[src/rtl/reg_file_pkg.sv]
// Shared types and defaults for the parametrised register file.
//   clr_state_t : bulk-clear FSM state encoding (IDLE, CLEAR, DONE)
//   DATA_W_DEF  : default register width
//   DEPTH_DEF   : default number of registers
package reg_file_pkg;

    localparam int unsigned DATA_W_DEF = 32;
    localparam int unsigned DEPTH_DEF  = 32;

    typedef enum logic [1:0] {
        IDLE  = 2'd0,
        CLEAR = 2'd1,
        DONE  = 2'd2
    } clr_state_t;

endpackage

[src/rtl/reg_file_param_decoder.sv]
// Combinational binary-to-one-hot decoder with an enable.
//   sel    : binary select, N_SEL bits
//   en     : when low, the output is all zeros
//   onehot : 2**N_SEL bits, exactly one set when en is high
module decoder_param #(
    parameter int unsigned N_SEL = 5
) (
    input  logic [N_SEL-1:0]    sel,
    input  logic                en,
    output logic [2**N_SEL-1:0] onehot
);

    always_comb begin
        onehot = '0;
        if (en) begin
            onehot[sel] = 1'b1;
        end
    end

endmodule

[src/rtl/reg_file_param.sv]
// Parametrised register file: one write port, two combinational read
// ports, and a sequential bulk-clear engine sweeping one entry per cycle.
//   clk, reset          : clock (rising edge), async active-high reset
//   wr_en/addr/data     : write port, honoured only while the FSM is IDLE
//   rd_addr0/rd_data0   : read port 0, combinational
//   rd_addr1/rd_data1   : read port 1, combinational
//   clr_req             : start a bulk clear (sampled in IDLE only)
//   clr_busy            : sweep in progress (registered)
//   clr_done            : one-cycle pulse after the last entry is cleared
// Optional build macro REG_FILE_BYPASS_EN enables same-cycle
// write-to-read forwarding on both read ports.
module reg_file_param
    import reg_file_pkg::*;
#(
    parameter  int unsigned DATA_W   = DATA_W_DEF,
    parameter  int unsigned DEPTH    = DEPTH_DEF,
    parameter  bit          ZERO_REG = 1'b1,
    localparam int unsigned ADDR_W   = $clog2(DEPTH)
) (
    input  logic              clk,
    input  logic              reset,
    input  logic              wr_en,
    input  logic [ADDR_W-1:0] wr_addr,
    input  logic [DATA_W-1:0] wr_data,
    input  logic [ADDR_W-1:0] rd_addr0,
    output logic [DATA_W-1:0] rd_data0,
    input  logic [ADDR_W-1:0] rd_addr1,
    output logic [DATA_W-1:0] rd_data1,
    input  logic              clr_req,
    output logic              clr_busy,
    output logic              clr_done
);

    localparam logic [ADDR_W-1:0] LAST_PTR = ADDR_W'(DEPTH - 1);

    clr_state_t        state;
    logic [ADDR_W-1:0] ptr;
    logic [DATA_W-1:0] mem [DEPTH];

    logic              sweeping;
    logic              dec_en;
    logic [ADDR_W-1:0] dec_sel;
    logic [DATA_W-1:0] wr_value;
    logic [DEPTH-1:0]  we_vec;

    // Bulk-clear FSM; terminal compare on ptr so no entry is swept twice.
    always_ff @(posedge clk or posedge reset) begin
        if (reset) begin
            state    <= IDLE;
            ptr      <= '0;
            clr_busy <= 1'b0;
            clr_done <= 1'b0;
        end else begin
            clr_done <= 1'b0;
            case (state)
                IDLE: begin
                    if (clr_req) begin
                        state    <= CLEAR;
                        ptr      <= '0;
                        clr_busy <= 1'b1;
                    end
                end
                CLEAR: begin
                    if (ptr == LAST_PTR) begin
                        state    <= DONE;
                        clr_busy <= 1'b0;
                        clr_done <= 1'b1;
                    end else begin
                        ptr <= ptr + ADDR_W'(1);
                    end
                end
                DONE: begin
                    state <= IDLE;
                end
                default: begin
                    state    <= IDLE;
                    clr_busy <= 1'b0;
                end
            endcase
        end
    end

    // The sweep borrows the write path: pointer and zero data replace the port.
    assign sweeping = (state == CLEAR);
    assign dec_sel  = sweeping ? ptr : wr_addr;
    assign dec_en   = sweeping || ((state == IDLE) && wr_en);
    assign wr_value = sweeping ? '0 : wr_data;

    decoder_param #(
        .N_SEL (ADDR_W)
    ) u_wr_dec (
        .sel    (dec_sel),
        .en     (dec_en),
        .onehot (we_vec)
    );

    // Storage; entry 0 never loads when it is the hardwired zero register.
    for (genvar g = 0; g < DEPTH; g++) begin : g_entry
        always_ff @(posedge clk or posedge reset) begin
            if (reset) begin
                mem[g] <= '0;
            end else if (we_vec[g] && !(ZERO_REG && (g == 0))) begin
                mem[g] <= wr_value;
            end
        end
    end

`ifdef REG_FILE_BYPASS_EN
    logic fwd_ok;
    assign fwd_ok = (state == IDLE) && wr_en && !(ZERO_REG && (wr_addr == '0));
`endif

    // Read ports, each resolved independently.
    always_comb begin
        rd_data0 = mem[rd_addr0];
        rd_data1 = mem[rd_addr1];
        if (ZERO_REG && (rd_addr0 == '0)) begin
            rd_data0 = '0;
        end
        if (ZERO_REG && (rd_addr1 == '0)) begin
            rd_data1 = '0;
        end
`ifdef REG_FILE_BYPASS_EN
        if (fwd_ok && (rd_addr0 == wr_addr)) begin
            rd_data0 = wr_data;
        end
        if (fwd_ok && (rd_addr1 == wr_addr)) begin
            rd_data1 = wr_data;
        end
`endif
    end

endmodule

[config.mk]
export PLATFORM = sky130hd
export DESIGN_NAME = reg_file_param
export DESIGN_NICKNAME = d
export VERILOG_FILES = /design/src/rtl/reg_file_pkg.sv /design/src/rtl/reg_file_param_decoder.sv /design/src/rtl/reg_file_param.sv
export SDC_FILE = /design/constraint.sdc
export NUM_CORES = 2
export LEC_CHECK = 0
export ABC_AREA = 1
export BUFFER_PORTS_ARGS = -buffer_cell sky130_fd_sc_hd__clkbuf_2
export CAP_MARGIN = 20
export CELL_PAD_IN_SITES_DETAIL_PLACEMENT = 0
export CELL_PAD_IN_SITES_GLOBAL_PLACEMENT = 1
export CORE_MARGIN = 2
export CORE_UTILIZATION = 41
export DETAILED_ROUTE_END_ITERATION = 10
export HOLD_SLACK_MARGIN = 0.06
export PLACE_DENSITY = 0.79
export SYNTH_ARGS = -nofsm -noshare
export SYNTH_HDL_FRONTEND = slang
export SYNTH_SLANG_ARGS = --single-unit
[constraint.sdc]
create_clock -name clk -period 36.5 [get_ports clk]
set_input_delay 7.3 -clock clk [delete_from_list [all_inputs] [get_ports clk]]
set_output_delay 7.3 -clock clk [all_outputs]
set_load 0.01 [all_outputs]
; Word level (Yosys, flattened, before mapping)
; Index checks and enable logic that the tools add are counted.
[op_classes]
addsub = 1
n_lt_le_gt_ge = 4
eq_ne = 6
n_mux = 24
bitwise_logic = 3
n_reduce_logical = 10
[ops]
columns = op, n
row1 = binary-select mux 32 bit (select 5 bit), 2
row2 = two-way mux 32 bit, 8
row3 = two-way mux 5 bit, 3
row4 = ">= comparator 6 bit, second input constant", 2
row5 = NOT 5 -> 6 bit, 2
row6 = logical NOT 5 bit, 2
row7 = case mux 5 bit (2 select lines), 1
row8 = "< comparator 5 x 6 -> 1 bit, second input constant", 1
row9 = AND reduction 3 bit, 2
row10 = "adder 5 x 1 -> 5 bit, second input constant", 1
row11 = demux 1 bit (select 5 bit), 1
row12 = "== test 5 bit, second input constant", 1
row13 = ">= comparator 5 x 1 -> 1 bit, second input constant", 1
row14 = two-way mux 1 bit, 5
row15 = two-way mux 2 bit, 2
row16 = "!= test 2 bit, second input constant", 2
row17 = case mux 2 bit (2 select lines), 1
row18 = case mux 1 bit (3 select lines), 1
row19 = "== test 2 x 1 -> 1 bit, second input constant", 1
row20 = "== test 2 bit, second input constant", 1
row21 = logical AND 1 bit, 2
row22 = logical NOT 2 bit, 1
row23 = "!= test 2 x 1 -> 1 bit, second input constant", 1
row24 = AND reduction 2 bit, 1
row25 = other kinds (3), 3
[totals]
reg_bits = 1001
output_inout_bits = 66
word_cells = 83

; Depth between registers and ports, before layout
[depth]
depth_word = 7
mapped_depth = 12
ltp_nobuf = 10

; Hierarchy
; A second synthesis with hierarchy kept.
[hier_totals]
cells_unflattened = 8333
area_unflattened_um2 = 56570.5
[modules_own_cells]
columns = mod, n_inst, cells_each, area_per_inst_um2
row1 = reg_file_param, 1, 8283, 56370.3
row2 = decoder_param, 1, 50, 200.2

; Least setup slack after synthesis
; Ideal clock, no wire load.
[synth_path]
path_type = input to output
startpoint = in rd_addr0[0]
endpoint = out rd_data0[23]
arrival_ps = 8751
required_ps = 29200
path_slack_ps = 20449
stages = 10
path_cell_list = clkbuf_1 inv_1 nor2_1 clkbuf_1 clkbuf_1 nand2_1 nand3_1 nand3_1 nand3_1 nand2_1
[synth_between]
elab_chain_len = 5
elab_cells_between_ends = 6
[synth_rtl]
columns = element, line_no
row1 = "start, declared", reg_file_param.sv:25  ; input logic [ADDR_W-1:0] rd_addr0,
row2 = NOT 5 -> 6 bit (not written as such), reg_file_param.sv:115  ; rd_data0 = mem[rd_addr0];
row3 = binary-select mux 32 bit (select 5 bit), reg_file_param.sv:115
row4 = two-way mux 32 bit (not written as such) (2 in series), reg_file_param.sv:115
row5 = two-way mux 32 bit *, reg_file_param.sv:117  ; if (ZERO_REG && (rd_addr0 == '0)) begin
row6 = "end, declared", reg_file_param.sv:26  ; output logic [DATA_W-1:0] rd_data0,
; Mark *: on every way between the ends. The rest lies on a longest branch, timed or not. The select of a mux whose other input is x is not followed.

; Worst setup path in the final report
[layout_path]
startpoint = in rd_addr1[0]
endpoint = out rd_data1[7]
[layout_between]
elab_chain_len = 5
elab_cells_between_ends = 6
[layout_rtl]
columns = element, line_no
row1 = "start, declared", reg_file_param.sv:27  ; input logic [ADDR_W-1:0] rd_addr1,
row2 = NOT 5 -> 6 bit (not written as such), reg_file_param.sv:116  ; rd_data1 = mem[rd_addr1];
row3 = binary-select mux 32 bit (select 5 bit), reg_file_param.sv:116
row4 = two-way mux 32 bit (not written as such) (2 in series), reg_file_param.sv:116
row5 = two-way mux 32 bit *, reg_file_param.sv:120  ; if (ZERO_REG && (rd_addr1 == '0)) begin
row6 = "end, declared", reg_file_param.sv:28  ; output logic [DATA_W-1:0] rd_data1,
; Marked as above.

==> results.json <==
{
  "status": "finished clean",
  "critical_path_arrival_ps": 11410,
  "number_of_global_route_vias_before_repair": 56393,
  "synthesis.yosys.warnings": 32,
  "chipHeight_um": 378.4,
  "die_w_um": 378.4,
  "cts.repair.resized": 0,
  "worst_hold_path.num_cells": 2,
  "type_of_destination_of_the_critical_path": "output port",
  "cts_tree": "done",
  "reg2reg_from": "state[1]",
  "port_buffers": 116,
  "reg2reg_depth": 9,
  "antenna_violating_nets_post_route": 0,
  "grt_usage": 0.3607,
  "setup_viol": 0,
  "route.vias.total": 60384,
  "grt_setup_unrepaired": "no",
  "path_class": "input port to output port",
  "ys_ff_latch": 1001,
  "floorplan.die_area_sq_mm": 0.1432,
  "area_growth_pct": 9.930,
  "post-cts-setup-buffer-count": 0,
  "worst_hold_slack_ps": 467.4,
  "io_pins": 117,
  "number_of_buffers_added_by_the_clock_tree_synthesis_step": 116,
  "core.rowCount": 137,
  "min-delay-path-class": "flip-flop to flip-flop",
  "finish.net_count": 8583,
  "floorplan.initialDensity": 0.4125,
  "pin_count_of_the_biggest_net_entering_global_routing": 136,
  "count_of_filler_cells_inserted_in_the_layout": 14457,
  "finalWorstPathRequiredPeriod_ps": 18710,
  "drt_drc_violations_left": 0,
  "post_synth_num_cell_types": 22,
  "placeableCoreArea_sq_mm": 0.1394,
  "post_synthesis_sequential_area_ratio": 0.4358,
  "final_layout_size_suffix_gt1_frac": 0.05746,
  "finClkSkew_ps": 31.84,
  "synth.avg_cell_area_sq_um": 6.496,
  "power_per_cell_area_mw_per_mm2": 61.78,
  "htree_num_levels": 3,
  "worst_hold_startpoint": "mem[640]",
  "most_used_cells_in_the_layout_excluding_fill_and_tap_cells": "sky130_fd_sc_hd__nand2_1 (4123), sky130_fd_sc_hd__nand3_1 (1477), sky130_fd_sc_hd__dfrtp_1 (1001), sky130_fd_sc_hd__inv_1 (590), sky130_fd_sc_hd__o21ai_0 (461)",
  "rrSetupSlack_ps": 32060,
  "start_kind": "input port",
  "worstHoldEndpoint": "mem[640]",
  "post-route-period-util": 0.5126,
  "hpwl_um": 133800,
  "finalSetupTns_ps": 0,
  "grt_antenna_before_repair": 1,
  "worst_ir_drop_vdd_mv": 0.06270,
  "wl_per_cell_um": 24.82,
  "grt_pass1_wl_um": 382100,
  "fmax_ghz": 0.05345,
  "timing_hold_violations_final": 0,
  "worst_r2r_endpoint": "mem[665]",
  "drv_slew": 0,
  "postCtsHoldBufs": 0,
  "clk_transition_reported_paths_ps": 60,
  "cts.root.buffer_cell": "sky130_fd_sc_hd__clkbuf_16",
  "worstMarginPinSlew_ps": 1259,
  "timing.slew.headroom": 0.1607,
  "post_synthesis_instance_area_sq_mm": 0.05748,
  "postSynthCellCount": 8849,
  "clock_tree.buffer_depth": 3,
  "timing.critical_path.required_ps": 29200,
  "critical_path_peak_fanout": 77,
  "insertion_delay_ps": 780,
  "grt_overflow": 0,
  "via_per_inst": 5.746,
  "detailedRoute.firstPassIterationCount": 9,
  "tritoncts_num_sinks": 1001,
  "mappedNetlistNets": 8902,
  "mostFrequentLayoutCell": "sky130_fd_sc_hd__nand2_1",
  "insertedDiodeCount": 0,
  "max_cap_violations": 0,
  "totalWireLength_um": 260800,
  "detailedRoute.firstIterationViolations": 7925,
  "leakagePower_uw": 0.03176,
  "place.gp.congestion": 0.8532
}
[cell usage after synthesis]
cell                       number  area share
sky130_fd_sc_hd__nand2_4        1     0.00020
sky130_fd_sc_hd__nor2_2         3     0.00033
sky130_fd_sc_hd__dfrtp_1     1001        0.44
sky130_fd_sc_hd__nor2_4         2     0.00039
sky130_fd_sc_hd__nand3_1     1477        0.13
sky130_fd_sc_hd__a21oi_1      257       0.022
sky130_fd_sc_hd__buf_2         69      0.0060
sky130_fd_sc_hd__nor2_1       192       0.013
sky130_fd_sc_hd__nand3_2        1     0.00017
sky130_fd_sc_hd__nand2_1     4139        0.27
sky130_fd_sc_hd__ha_1           2     0.00044
sky130_fd_sc_hd__inv_2          5     0.00033
sky130_fd_sc_hd__a22oi_1        1     0.00013
sky130_fd_sc_hd__o21a_1         1     0.00013
sky130_fd_sc_hd__o21ai_2        1     0.00015
sky130_fd_sc_hd__buf_4          1     0.00013
sky130_fd_sc_hd__nand2_2       15      0.0016
sky130_fd_sc_hd__o21ai_1       29      0.0025
sky130_fd_sc_hd__buf_1         53      0.0035
sky130_fd_sc_hd__o21ai_0      461       0.040
sky130_fd_sc_hd__clkbuf_1     540       0.035
sky130_fd_sc_hd__inv_1        598       0.039
[per-stage QoR]
step                      setup WS, ps    util  cell area [sq um]  power [uW]  cells
after floorplan                   1036       -              57480        2195   8849
after global placement           17930  0.4236              59030        2585  10286
after detailed placement         17970  0.4236              59030        2605  10286
after CTS                        17960  0.4530              63140        3881  10506
after global routing             17760  0.4534              63190        4094  10508
final                            17790  0.4534              63190        3904  10508
[where the power goes]
| group | internal [uW] | switching [uW] |
|---|---|---|
| logic | 287 | 818 |
| registers | 1350 | 162 |
| clock network | 756 | 527 |
[critical path: stages]
cell and delay [ps]:
sky130_fd_sc_hd__buf_8 470, sky130_fd_sc_hd__buf_4 670, sky130_fd_sc_hd__buf_4 820, sky130_fd_sc_hd__buf_4 910, sky130_fd_sc_hd__nand2_1 140, sky130_fd_sc_hd__nand3_1 120, sky130_fd_sc_hd__nand2_1 70, sky130_fd_sc_hd__nand2_1 50
sky130_fd_sc_hd__nand3_1 70, sky130_fd_sc_hd__nand2_1 120, sky130_fd_sc_hd__nand2_1 50, sky130_fd_sc_hd__nand2_1 290, sky130_fd_sc_hd__clkbuf_2 210
[flip-flops by register name, indices dropped and copies added, names as in the netlist]
| name | flops |
|---|---|
| state | 2 |
| clr_busy | 1 |
| clr_done | 1 |
| ptr | 5 |
| mem | 992 |
[worst max-delay path by stage]
stage               cells after the start     endpoint  slack, ps         from
floorplan                               1     clr_busy       1040        reset
global placement                       13  rd_data1[7]      17930  rd_addr1[0]
detailed placement                     13  rd_data1[7]      17970  rd_addr1[0]
CTS                                    13  rd_data1[7]      17960  rd_addr1[0]
global route                           13  rd_data1[7]      17760  rd_addr1[0]
finish                                 13  rd_data1[7]      17790  rd_addr1[0]
[layer usage]
metal	up-vias	GRT usage	wire [um]
li1	27153	-	-
met5	-	0	0
met2	3909	0.5371	109100
met4	0	0.1951	15890
met1	28454	0.4849	104300
met3	868	0.08293	31460
[cell type report]
type | count | area, sq um | share of cell area
multi-input cells | 6582 | 27850 | 0.4407
flip-flops and latches | 1001 | 25050 | 0.3964
clock buffers | 158 | 3282 | 0.05194
well taps | 1876 | 2347 | 0.03714
inverters | 603 | 2313 | 0.03661
repair buffers | 226 | 1529 | 0.02420
clock inverters | 62 | 820.8 | 0.01299
[cell families after synthesis]
family,count (synthesis),share of synthesized area
AO/OA/AOI/OAI,750,0.06545
AND/OR/NAND/NOR,5830,0.4141
buffers and inverters,1266,0.08423
flip-flops,1001,0.4358
adder cells (fa/ha/maj),2,0.0004353
(Power assumes the default switching activity.)
